===== config.mk =====
export PLATFORM = sky130hd
export DESIGN_NAME = cpu_mem_arbiter
export DESIGN_NICKNAME = d
export VERILOG_FILES = /design/src/rtl/cpu_mem_arbiter_pkg.sv /design/src/rtl/cpu_mem_arbiter_prio_sel.sv /design/src/rtl/cpu_mem_arbiter.sv
export SDC_FILE = /design/constraint.sdc
export NUM_CORES = 1
export LEC_CHECK = 0
export CAP_MARGIN = 40
export CORE_UTILIZATION = 35
export DETAILED_ROUTE_END_ITERATION = 6
export GPL_TIMING_DRIVEN = 0
export PLACE_DENSITY_LB_ADDON = 0.3
export SYNTH_ARGS = -nofsm -noshare
export SYNTH_HDL_FRONTEND = slang
export SYNTH_SLANG_ARGS = --single-unit

===== constraint.sdc =====
create_clock -name clk -period 3.4 [get_ports clk]
set_clock_uncertainty 0.15 [all_clocks]
set_input_delay 0.34 -clock clk [delete_from_list [all_inputs] [get_ports clk]]
set_output_delay 0.34 -clock clk [all_outputs]
set_load 0.02 [all_outputs]

===== src/rtl/cpu_mem_arbiter_pkg.sv =====
// Shared types and constants for the CPU instruction/data memory arbiter.
package cpu_mem_arbiter_pkg;

   // Memory access size, shared with the memory block.
   typedef enum logic [1:0] {
      DT_BYTE = 2'd0,
      DT_HALF = 2'd1,
      DT_WORD = 2'd2
   } mem_dt_e;

   // Error codes returned by the memory.
   typedef enum logic [2:0] {
      ENONE  = 3'd0,
      EALIGN = 3'd1,
      EBUS   = 3'd2,
      EPERM  = 3'd3
   } errno_e;

   typedef enum logic [1:0] {
      ARB_IDLE   = 2'd0,
      ARB_ACCESS = 2'd1,
      ARB_RESP   = 2'd2
   } arb_state_e;

   typedef enum logic [1:0] {
      OWN_NONE = 2'd0,
      OWN_I    = 2'd1,
      OWN_D    = 2'd2
   } arb_owner_e;

   localparam int unsigned MEM_LAT_MAX = 7;
   localparam int unsigned CNT_W       = $clog2(MEM_LAT_MAX + 1);
   // Wide enough for a MAX_STREAK of up to 15.
   localparam int unsigned STREAK_W    = 4;

endpackage


===== src/rtl/cpu_mem_arbiter_prio_sel.sv =====
// Grant selection: data wins unless it has hogged the memory for MAX_STREAK grants
// while a fetch was waiting.
module arb_prio_sel
   import cpu_mem_arbiter_pkg::*;
#(
   parameter int unsigned MAX_STREAK = 4
) (
   input  logic                i_req,
   input  logic                d_req,
   input  logic [STREAK_W-1:0] streak,
   output logic                grant_i,
   output logic                grant_d
);

   // Fetch only preempts data once the streak limit is reached.
   always_comb begin
      grant_i = i_req && (!d_req || (streak == STREAK_W'(MAX_STREAK)));
      grant_d = d_req && !grant_i;
   end

endmodule


===== src/rtl/cpu_mem_arbiter.sv =====
// Shares one single-port memory between the CPU fetch port and data port.
// Each access walks IDLE -> ACCESS (MEM_LAT+1 cycles) -> RESP (ack pulse).
module cpu_mem_arbiter
   import cpu_mem_arbiter_pkg::*;
#(
   parameter int unsigned MEM_LAT    = 1,
   parameter int unsigned MAX_STREAK = 4
) (
   input  logic        clk,
   input  logic        rst,
   input  logic        i_req,
   input  logic [31:0] i_addr,
   output logic        i_ack,
   output logic [31:0] i_rd,
   output errno_e      i_err,
   input  logic        d_req,
   input  logic [31:0] d_addr,
   input  logic        d_we,
   input  logic [31:0] d_wd,
   input  mem_dt_e     d_dt,
   output logic        d_ack,
   output logic [31:0] d_rd,
   output errno_e      d_err,
   output logic        m_en,
   output logic [31:0] m_addr,
   output logic        m_we,
   output logic [31:0] m_wd,
   output mem_dt_e     m_dt,
   input  logic [31:0] m_rd,
   input  errno_e      m_err,
   output logic        busy
);

   arb_state_e          state;
   arb_owner_e          owner;
   logic [CNT_W-1:0]    cnt;
   logic [STREAK_W-1:0] streak;
   logic                grant_i;
   logic                grant_d;

   arb_prio_sel #(
      .MAX_STREAK(MAX_STREAK)
   ) u_prio_sel (
      .i_req  (i_req),
      .d_req  (d_req),
      .streak (streak),
      .grant_i(grant_i),
      .grant_d(grant_d)
   );

   // Arbiter FSM with all outputs registered.
   always_ff @(posedge clk or negedge rst) begin
      if (!rst) begin
         state  <= ARB_IDLE;
         owner  <= OWN_NONE;
         cnt    <= '0;
         streak <= '0;
         i_ack  <= 1'b0;
         i_rd   <= '0;
         i_err  <= ENONE;
         d_ack  <= 1'b0;
         d_rd   <= '0;
         d_err  <= ENONE;
         m_en   <= 1'b0;
         m_addr <= '0;
         m_we   <= 1'b0;
         m_wd   <= '0;
         m_dt   <= DT_WORD;
         busy   <= 1'b0;
      end else begin
         // Strobes default low; each is raised for exactly one cycle below.
         m_en  <= 1'b0;
         i_ack <= 1'b0;
         d_ack <= 1'b0;
         case (state)
            ARB_IDLE: begin
               if (grant_i) begin
                  owner  <= OWN_I;
                  m_addr <= i_addr;
                  m_we   <= 1'b0;
                  m_wd   <= '0;
                  m_dt   <= DT_WORD;
                  streak <= '0;
               end else if (grant_d) begin
                  owner  <= OWN_D;
                  m_addr <= d_addr;
                  m_we   <= d_we;
                  m_wd   <= d_wd;
                  m_dt   <= d_dt;
                  if (!i_req) begin
                     streak <= '0;
                  end else if (streak != STREAK_W'(MAX_STREAK)) begin
                     streak <= streak + STREAK_W'(1);
                  end
               end
               if (grant_i || grant_d) begin
                  cnt   <= CNT_W'(MEM_LAT);
                  m_en  <= 1'b1;
                  busy  <= 1'b1;
                  state <= ARB_ACCESS;
               end
            end
            ARB_ACCESS: begin
               if (cnt == '0) begin
                  if (owner == OWN_I) begin
                     i_rd  <= m_rd;
                     i_err <= m_err;
                     i_ack <= 1'b1;
                  end else begin
                     d_rd  <= m_rd;
                     d_err <= m_err;
                     d_ack <= 1'b1;
                  end
                  state <= ARB_RESP;
               end else begin
                  cnt <= cnt - CNT_W'(1);
               end
            end
            ARB_RESP: begin
               owner <= OWN_NONE;
               busy  <= 1'b0;
               state <= ARB_IDLE;
            end
            default: begin
               owner <= OWN_NONE;
               busy  <= 1'b0;
               state <= ARB_IDLE;
            end
         endcase
      end
   end

endmodule

==> qor.csv, run 1 <==
stage,metric,value,unit
logic_synthesis,yosysSeqAreaShare,60.43,%
critical_path,startpoint_type,flip-flop,
clock_tree,clock-sinks,152,
final_layout,fin_util,57.53,%
power_and_ir_drop,p_leak,0.004170,uW
logic_synthesis,syn_area_per_cell,13.66,um2
logic_synthesis,ys_warn_count,0,
grt,grt_overflow,0,
clock_tree,holdBufCountCts,1,
detailed_routing,drtAntennaViolNets,0,
critical_path,critPathMaxFanout,10,
final_layout,area_growth,59.14,%
detailed_routing,wl,17480,um
final_layout,final_nets,901,
job,drv_cap,0,
critical_path,cpPeakStageDelay,0.47,ns
critical_path,crit_type,reg -> reg,
power_and_ir_drop,fin_total_pwr,10030,uW
detailed_routing,first_iter_violations,197,
final_layout,drive_above_1_share,16.99,%
logic_synthesis,synth_seq_cells,152,
clock_tree,clkLatencyLatePin,0.41,ns
placement,dpl.hpwl,12880,um
power_and_ir_drop,p_int,6434,uW
placement,place_congestion,0.8186,
floorplanning,die-area,18530,um2
critical_path,crit_arrival,2.28,ns
sta,whs,0.1645,ns
power_and_ir_drop,p_seq_share,31.5,%
logic_synthesis,synth_cells,461,
sta,rsz0062_at_grt,false,
floorplanning,die-width,136.1,um
clock_tree,cts_max_level,4,
grt,grt_max_degree,79,
grt,antenna_found_initial,0,
detailed_routing,wl_per_cell,17.55,um
clock_tree,clk_path_buf_depth,2,
detailed_routing,vias_per_cell,5.082,
critical_path,cp.required,3.54,ns
power_and_ir_drop,switching_share,35.84,%
sta,slew_violations,0,
final_layout,final_area,10020,um2
sta,setup_viol,0,
grt,grt_pass1_vias,5119,
clock_tree,cts_setup_buffers,0,
sta,fmax,468.5,MHz
logic_synthesis,synth_area_leaders,"dfrtp_1, mux2_2, o2bb2ai_1",
placement,dpl_cell_area,9379,um2
placement,portBuffers,277,
floorplanning,fp.coreArea,17420,um2
sta,finalCritPeriodShare,62.78,%
logic_synthesis,syn-num-nets,603,
critical_path,reg2reg_slack,1.27,ns
clock_tree,root_buffer,clkbuf_16,
floorplanning,rows,48,
logic_synthesis,synth-async-reset-ratio,100.0,%
placement,pre_cts_ws,0.9327,ns
logic_synthesis,netlist_area,6296,um2
clock_tree,path_clk_slew,0.06,ns
floorplanning,io-pin-count,279,
logic_synthesis,synth_flop_cell,dfrtp_1,
critical_path,endpoint_kind,flip-flop,
critical_path,rr_startpoint,state[1],
critical_path,slowest_stage,dfrtp_1,
grt,grt_usage,18.98,%
logic_synthesis,yosys.area.top_type_share,60.02,%
detailed_routing,drt-pass1-iter-count,4,
critical_path,path_cells,"nor2_1, buf_2, clkbuf_1, o311ai_0, a22o_1",
logic_synthesis,post_synth_num_cell_types,39,
sta,worst_pin_slew,0.7291,ns
power_and_ir_drop,peakVddDrop,0.0004664,V
grt,grt_pass1_wl,27010,um
sta,period_needed,2.135,ns
outcome,status,completed,
floorplanning,die_h,136.1,um
clock_tree,cts_buffers,17,
hold_path,hp-start,d_req,
clock_tree,tritoncts,done,
detailed_routing,vias,5062,
detailed_routing,drc,0,
power_and_ir_drop,power.density_cell_area,1001,nW/um2
sta,maxSlewHeadroom,51.40,%
logic_synthesis,synth_largest_area_cell,dfrtp_1,
hold_path,worstHoldPathType,in -> reg,
logic_synthesis,ys_top_cells_by_count,"dfrtp_1, mux2_2, nand3_1, o2bb2ai_1",
critical_path,startpoint,state[1],
sta,worst_slack,1.265,ns
power_and_ir_drop,power_frac_clock,20.1,%
power_and_ir_drop,switching_power,3594,uW
sta,hold_violations,0,
logic_synthesis,yosysMostFrequentCell,dfrtp_1,
final_layout,diodes,0,
floorplanning,initial_utilization,36.15,%
clock_tree,cts_resized,0,
power_and_ir_drop,pwr-share-comb,48.4,%
logic_synthesis,synth_edf_count,0,
-- placed cells by master (no fill, tap or decap), types with 5 or more instances in the layout --
master,Yosys,layout
a221o_1,28,28
dfrtp_1,151,151
clkbuf_16,0,17
nand3_1,38,38
o21ai_0,8,8
a21boi_0,28,28
clkdlybuf4s50_1,0,276
buf_2,11,11
buf_6,8,9
mux2_2,71,71
o2bb2ai_1,35,35
inv_1,12,12
clkbuf_1,14,15
o211ai_1,5,5
-- critical path, delay by kind of cell, from the launching register on --
family / cells / cell delay, ns
buffers and inverters: 2 / 0.71
flip-flops: 1 / 0.47
AO/OA/AOI/OAI: 2 / 0.46
AND/OR/NAND/NOR: 1 / 0.23
-- through the flow --
step / cells / TNS [ns]
finish: 996 / 0
global route: 996 / 0
CTS: 996 / 0
detailed placement: 964 / 0
global placement: 963 / -603.23
floorplan: 461 / 0
-- flip-flops by register name, indices dropped and copies added, names as in the netlist --
signal / flops
busy: 1
cnt: 3
d_ack: 1
d_err: 3
d_rd: 32
i_ack: 1
i_err: 3
i_rd: 32
m_addr: 32
m_dt: 2
m_en: 1
m_wd: 32
m_we: 1
owner: 2
state: 2
streak: 4
-- final cells by class --
class / instances / area [um2]
tap: 225 / 281.5
timing repair buffer: 279 / 2811
fill: 1417 / 7397
multi-input combinational: 260 / 2222
buffer: 37 / 224.0
sequential: 152 / 3805
clock inverter: 12 / 187.7
clock buffer: 19 / 442.9
inverter: 12 / 45.04
-- power by group through the flow --
stage | sequential (uW) | combinational (uW) | clock, uW
finish | 3160 | 4850 | 2020
floorplan | 4120 | 1610 | 0
global placement | 3140 | 4790 | 0
global route | 3260 | 5160 | 2150
CTS | 3160 | 4900 | 2070
detailed placement | 3170 | 4880 | 0
-- path summary, 6_finish.rpt --
check	endpoint	cells past startpoint
worst max register to register	streak[3]	5
worst min register to register	m_we	1
worst max-delay path	streak[3]	5
min in group asynchronous	i_rd[22]	2
worst min-delay path	m_addr[30]	3
max in group asynchronous	m_dt[1]	3
-- layer usage --
metal	wire length (um)	vias to the layer above	global-route usage (%)
li1	-	2323	-
met1	7438	2515	24.08
met2	8672	196	31.39
met3	931	28	3.729
met4	435	0	8.272
met5	0	-	0
-- logic make-up after synthesis --
kind of cell | count (synthesis) | synth area share (%)
AO/OA/AOI/OAI | 117 | 15.54
adder cells (fa/ha/maj) | 4 | 0.7949
buffers and inverters | 49 | 4.273
flip-flops | 152 | 60.43
multiplexers | 71 | 12.70
AND/OR/NAND/NOR | 68 | 6.260
No activity file was read; power rests on OpenSTA's default activity.
==> run 2, diff against run 1 <==
- clock period: 3.4 -> 2 ns (I/O delays scaled with it)
==> qor.csv, run 2 (synthesis gave the netlist of run 1 again) <==
stage,metric,value,unit
outcome,status,completed,
clock_tree,cts_buffers,17,
sta,slew_violations,0,
critical_path,worst-path-buf-inv,1,
detailed_routing,drtAntennaViolNets,0,
final_layout,final_area,10110,um2
clock_tree,tritoncts,done,
grt,grt_pass1_vias,5119,
floorplanning,die-area,18530,um2
power_and_ir_drop,power.density_cell_area,1701,nW/um2
final_layout,layout_commonest_cell,clkdlybuf4s50_1,
critical_path,startpoint_type,flip-flop,
sta,rsz0062_at_grt,true,
critical_path,crit_cells,1,
grt,grt_max_degree,79,
critical_path,endpoint_kind,primary output,
detailed_routing,wl,17680,um
sta,fmax,519.2,MHz
placement,dpl.hpwl,12880,um
detailed_routing,first_iter_violations,203,
critical_path,cp.required,1.65,ns
hold_path,worstHoldPathType,in -> reg,
sta,setup_viol,0,
clock_tree,clk_path_buf_depth,2,
critical_path,critPathMaxFanout,2,
placement,portBuffers,277,
critical_path,cpPeakStageDelay,0.64,ns
critical_path,slowest_stage,clkdlybuf4s50_1,
sta,maxSlewHeadroom,51.09,%
grt,grt_usage,18.98,%
placement,place_congestion,0.8186,
final_layout,final_cell_mix,"clkdlybuf4s50_1, dfrtp_1, mux2_2",
critical_path,crit_arrival,1.58,ns
clock_tree,cts_max_level,4,
floorplanning,initial_utilization,36.15,%
floorplanning,die-width,136.1,um
final_layout,drive_above_1_share,18.89,%
critical_path,crit_type,reg -> out,
clock_tree,root_buffer,clkbuf_16,
detailed_routing,vias,5079,
job,drv_cap,0,
sta,hold_violations,0,
grt,grt_pass1_wl,27010,um
floorplanning,die_h,136.1,um
critical_path,timing.rr.end,i_rd[2],
final_layout,final_nets,908,
clock_tree,path_clk_slew,0.06,ns
sta,finalSetupTns,0,ns
floorplanning,fp.coreArea,17420,um2
critical_path,path_delay_family,buffers and inverters,
power_and_ir_drop,p_leak,0.004239,uW
critical_path,reg2reg_slack,0.09,ns
critical_path,reg2regPathDepth,6,
sta,finalCritPeriodShare,96.30,%
clock_tree,clock-sinks,152,
detailed_routing,drc,0,
final_layout,diodes,0,
power_and_ir_drop,fin_total_pwr,17200,uW
power_and_ir_drop,peakVddDrop,0.0007931,V
detailed_routing,drt-pass1-iter-count,4,
final_layout,area_growth,60.57,%
placement,dp.cells,964,
final_layout,fin_cells,1003,
floorplanning,io-pin-count,279,
detailed_routing,wl_per_cell,17.63,um
floorplanning,rows,48,
critical_path,path_cells,clkdlybuf4s50_1,
sta,period_needed,1.926,ns
hold_path,hold_path_end,m_addr[30],
grt,grt_overflow,0,
clock_tree,clkLatencyLatePin,0.41,ns
placement,dpl_cell_area,9379,um2
sta,worst_pin_slew,0.7336,ns
grt,antenna_found_initial,0,
critical_path,rr_startpoint,cnt[0],
hold_path,hp-start,d_req,
hold_path,whs_path_depth,3,
detailed_routing,vias_per_cell,5.064,
==> run 2: area by class of cell <==
class | instances | area, um2
inverter | 12 | 45.04
sequential | 152 | 3805
fill | 1400 | 7307
buffer | 37 | 249.0
timing repair buffer | 286 | 2861
clock inverter | 12 | 187.7
clock buffer | 19 | 442.9
multi-input combinational | 260 | 2237
tap | 225 | 281.5
==> run 2: report_power, final <==
group          internal (uW)  leakage [uW]  total, uW  switching (uW)
Clock                   2140      0.000301       3440            1300
Combinational           4340       0.00209       8380            4040
Sequential              4560       0.00184       5380             816
==> run 2: metrics by stage <==
stage	hold slack, ns	utilization (%)	setup WS (ns)
finish	0.02514	58.05	0.07391
detailed placement	0.1285	53.85	-0.3273
global route	0.04106	58.05	-0.01478
global placement	0.3222	53.69	-5.254
floorplan	-0.2456	-	0.2067
CTS	0.002639	57.60	0.006569
==> run 2: metal layers <==
layer | vias up | GRT usage [%] | wire length [um]
met1 | 2515 | 24.08 | 7520
met4 | 0 | 8.272 | 433
met2 | 199 | 31.39 | 8802
met3 | 28 | 3.729 | 922
met5 | - | 0 | 0
li1 | 2337 | - | -
==> run 2: timing repair <==
item,4_1_cts,5_1_grt
cloned,0,1
setup endpoints to repair,54,106
endpoints found under the hold margin,77,0
hold buffers,1,0
setup buffers,0,6
gates resized for setup,6,14
==> run 2: worst max path at each step <==
stage,endpoint,slack (ns),startpoint
after floorplan,m_addr[18],0.21,streak[0]
after detailed placement,streak[3],-0.33,i_req
final,m_dt[1],0.07,m_dt[1]
after global placement,m_addr[10],-5.25,rst
after CTS,i_rd[3],0.007,cnt[0]
after global routing,i_rd[25],-0.01,cnt[0]
==> run 3, diff against run 2 <==
- CELL_PAD_IN_SITES_DETAIL_PLACEMENT: unset -> 0
- CELL_PAD_IN_SITES_GLOBAL_PLACEMENT: unset -> 1
- CORE_UTILIZATION: 35 -> 32
==> qor.csv, run 3 (synthesis gave the netlist of run 1 again) <==
stage,metric,value,unit
clock_tree,cts_max_level,4,
critical_path,cpPeakStageDelay,0.34,ns
placement,place_congestion,0.8445,
final_layout,n_fill_cell,1708,
sta,setup_viol,0,
grt,grt_pass1_wl,28680,um
critical_path,critPathMaxFanout,10,
power_and_ir_drop,power_frac_clock,18.5,%
floorplanning,die-area,20240,um2
placement,dpl_cell_area,9423,um2
floorplanning,die-width,142.3,um
detailed_routing,vias_per_cell,4.888,
critical_path,crit_arrival,2.07,ns
power_and_ir_drop,p_seq_share,31.8,%
power_and_ir_drop,fin_total_pwr,16840,uW
clock_tree,tritoncts,done,
detailed_routing,first_iter_violations,206,
critical_path,worst-path-buf-inv,3,
final_layout,final_area,10110,um2
grt,grt_util_met1,22.58,%
grt,grt_max_degree,84,
floorplanning,die_h,142.3,um
detailed_routing,drtAntennaViolNets,0,
power_and_ir_drop,p_int,10630,uW
clock_tree,root_buffer,clkbuf_16,
grt,grtUsageMet2,30.31,%
floorplanning,rows,50,
detailed_routing,wl,18220,um
critical_path,cpMostUsedCell,buf_6,
power_and_ir_drop,power.density_cell_area,1666,nW/um2
detailed_routing,drc,0,
floorplanning,initial_utilization,33.11,%
grt,grt_util_met3,5.619,%
critical_path,endpoint_kind,flip-flop,
placement,portBuffers,277,
clock_tree,clk_path_buf_depth,2,
sta,maxSlewHeadroom,45.51,%
grt,grt_usage,18.27,%
final_layout,final_nets,910,
power_and_ir_drop,p_leak,0.004223,uW
floorplanning,io-pin-count,279,
final_layout,fin_cells,1041,
grt,grt_overflow,0,
critical_path,path_delay_family,buffers and inverters,
sta,finalCritPeriodShare,96.37,%
grt,top_usage_layer,met2,
sta,rsz0062_at_grt,true,
critical_path,crit_type,reg -> reg,
hold_path,worstHoldPathType,in -> reg,
power_and_ir_drop,peakVddDrop,0.0006694,V
critical_path,slowest_stage,dfrtp_1,
sta,period_needed,1.927,ns
floorplanning,fp.coreArea,19020,um2
sta,slew_violations,0,
job,drv_cap,0,
power_and_ir_drop,switching_power,6213,uW
clock_tree,clock-sinks,152,
final_layout,drive_above_1_share,19.33,%
placement,dp.cells,999,
final_layout,diodes,0,
grt,antenna_found_initial,0,
final_layout,final_cell_mix,"clkdlybuf4s50_1, dfrtp_1, mux2_2",
detailed_routing,vias,5088,
power_and_ir_drop,switching_share,36.89,%
sta,fmax,518.8,MHz
final_layout,layout_commonest_cell,clkdlybuf4s50_1,
final_layout,area_growth,60.55,%
detailed_routing,drt-pass1-iter-count,4,
sta,worst_pin_slew,0.8174,ns
sta,hold_violations,0,
critical_path,path_cells,"inv_1, ha_1, and4bb_2, nand2b_1, buf_6, buf_6, mux2_2",
critical_path,cp.required,2.15,ns
detailed_routing,wl_per_cell,17.50,um
placement,dpl.hpwl,13380,um
clock_tree,cts_buffers,17,
critical_path,startpoint_type,flip-flop,
outcome,status,completed,
clock_tree,clkLatencyLatePin,0.41,ns
power_and_ir_drop,pwr-share-comb,49.7,%
sta,finalSetupTns,0,ns
clock_tree,path_clk_slew,0.06,ns
grt,grt_pass1_vias,5422,
run 3: final timing paths:
kind                            startpoint    endpoint  slack (ns)  depth (start not counted)
worst max-delay path                cnt[0]    d_rd[28]        0.07                          7
worst min-delay path                 d_req  m_addr[28]        0.02                          3
worst max register to register      cnt[0]    d_rd[28]        0.07                          7
worst min register to register      cnt[1]      cnt[1]        0.34                          1
max in group asynchronous              rst  m_addr[26]        0.63                          3
min in group asynchronous              rst    d_rd[22]        0.26                          2
run 3: metal layers:
metal / vias up / wire (um)
met4: 0 / 320
met2: 222 / 8655
met1: 2500 / 7777
met3: 24 / 1468
li1: 2342 / -
met5: - / 0
run 3: timing repair:
action,4_1_cts,5_1_grt
pin swaps,0,0
resized for setup,4,20
endpoints found under the hold margin,82,0
setup buffers,0,9
setup endpoints to repair,48,114
hold buffers,2,0
run 3: cell type report:
class / count / area [um2] / area share [%]
flip-flops and latches: 152 / 3805 / 37.64
plain buffers: 36 / 246.5 / 2.438
inverters: 12 / 45.04 / 0.4456
multi-input cells: 260 / 2230 / 22.06
clock buffers: 17 / 425.4 / 4.208
well taps: 260 / 325.3 / 3.218
clock inverters: 15 / 142.6 / 1.411
repair buffers: 289 / 2889 / 28.58
run 3: per-stage QoR:
step / util, % / hold slack [ns] / worst slack [ns]
finish: 53.15 / 0.01974 / 0.07266
CTS: 52.69 / 0.0003000 / 0.006686
global route: 53.15 / 0.02415 / -0.01194
floorplan: - / -0.2456 / 0.2067
detailed placement: 49.55 / 0.1577 / -0.3729
global placement: 49.39 / 0.3232 / -5.489
run 3: worst min-delay path, stage by stage:
cell and delay, ns:
buf_2 0.16, nand4_1 0.09, o211ai_1 0.08
run 3: power groups by stage:
| stage | sequential [uW] | clock, uW | combinational [uW] |
|---|---|---|---|
| final | 5350 | 3120 | 8370 |
| after global routing | 5530 | 3330 | 8930 |
| after detailed placement | 5390 | 0 | 8340 |
| after CTS | 5360 | 3200 | 8380 |
| after floorplan | 7000 | 0 | 2730 |
| after global placement | 5330 | 0 | 8190 |
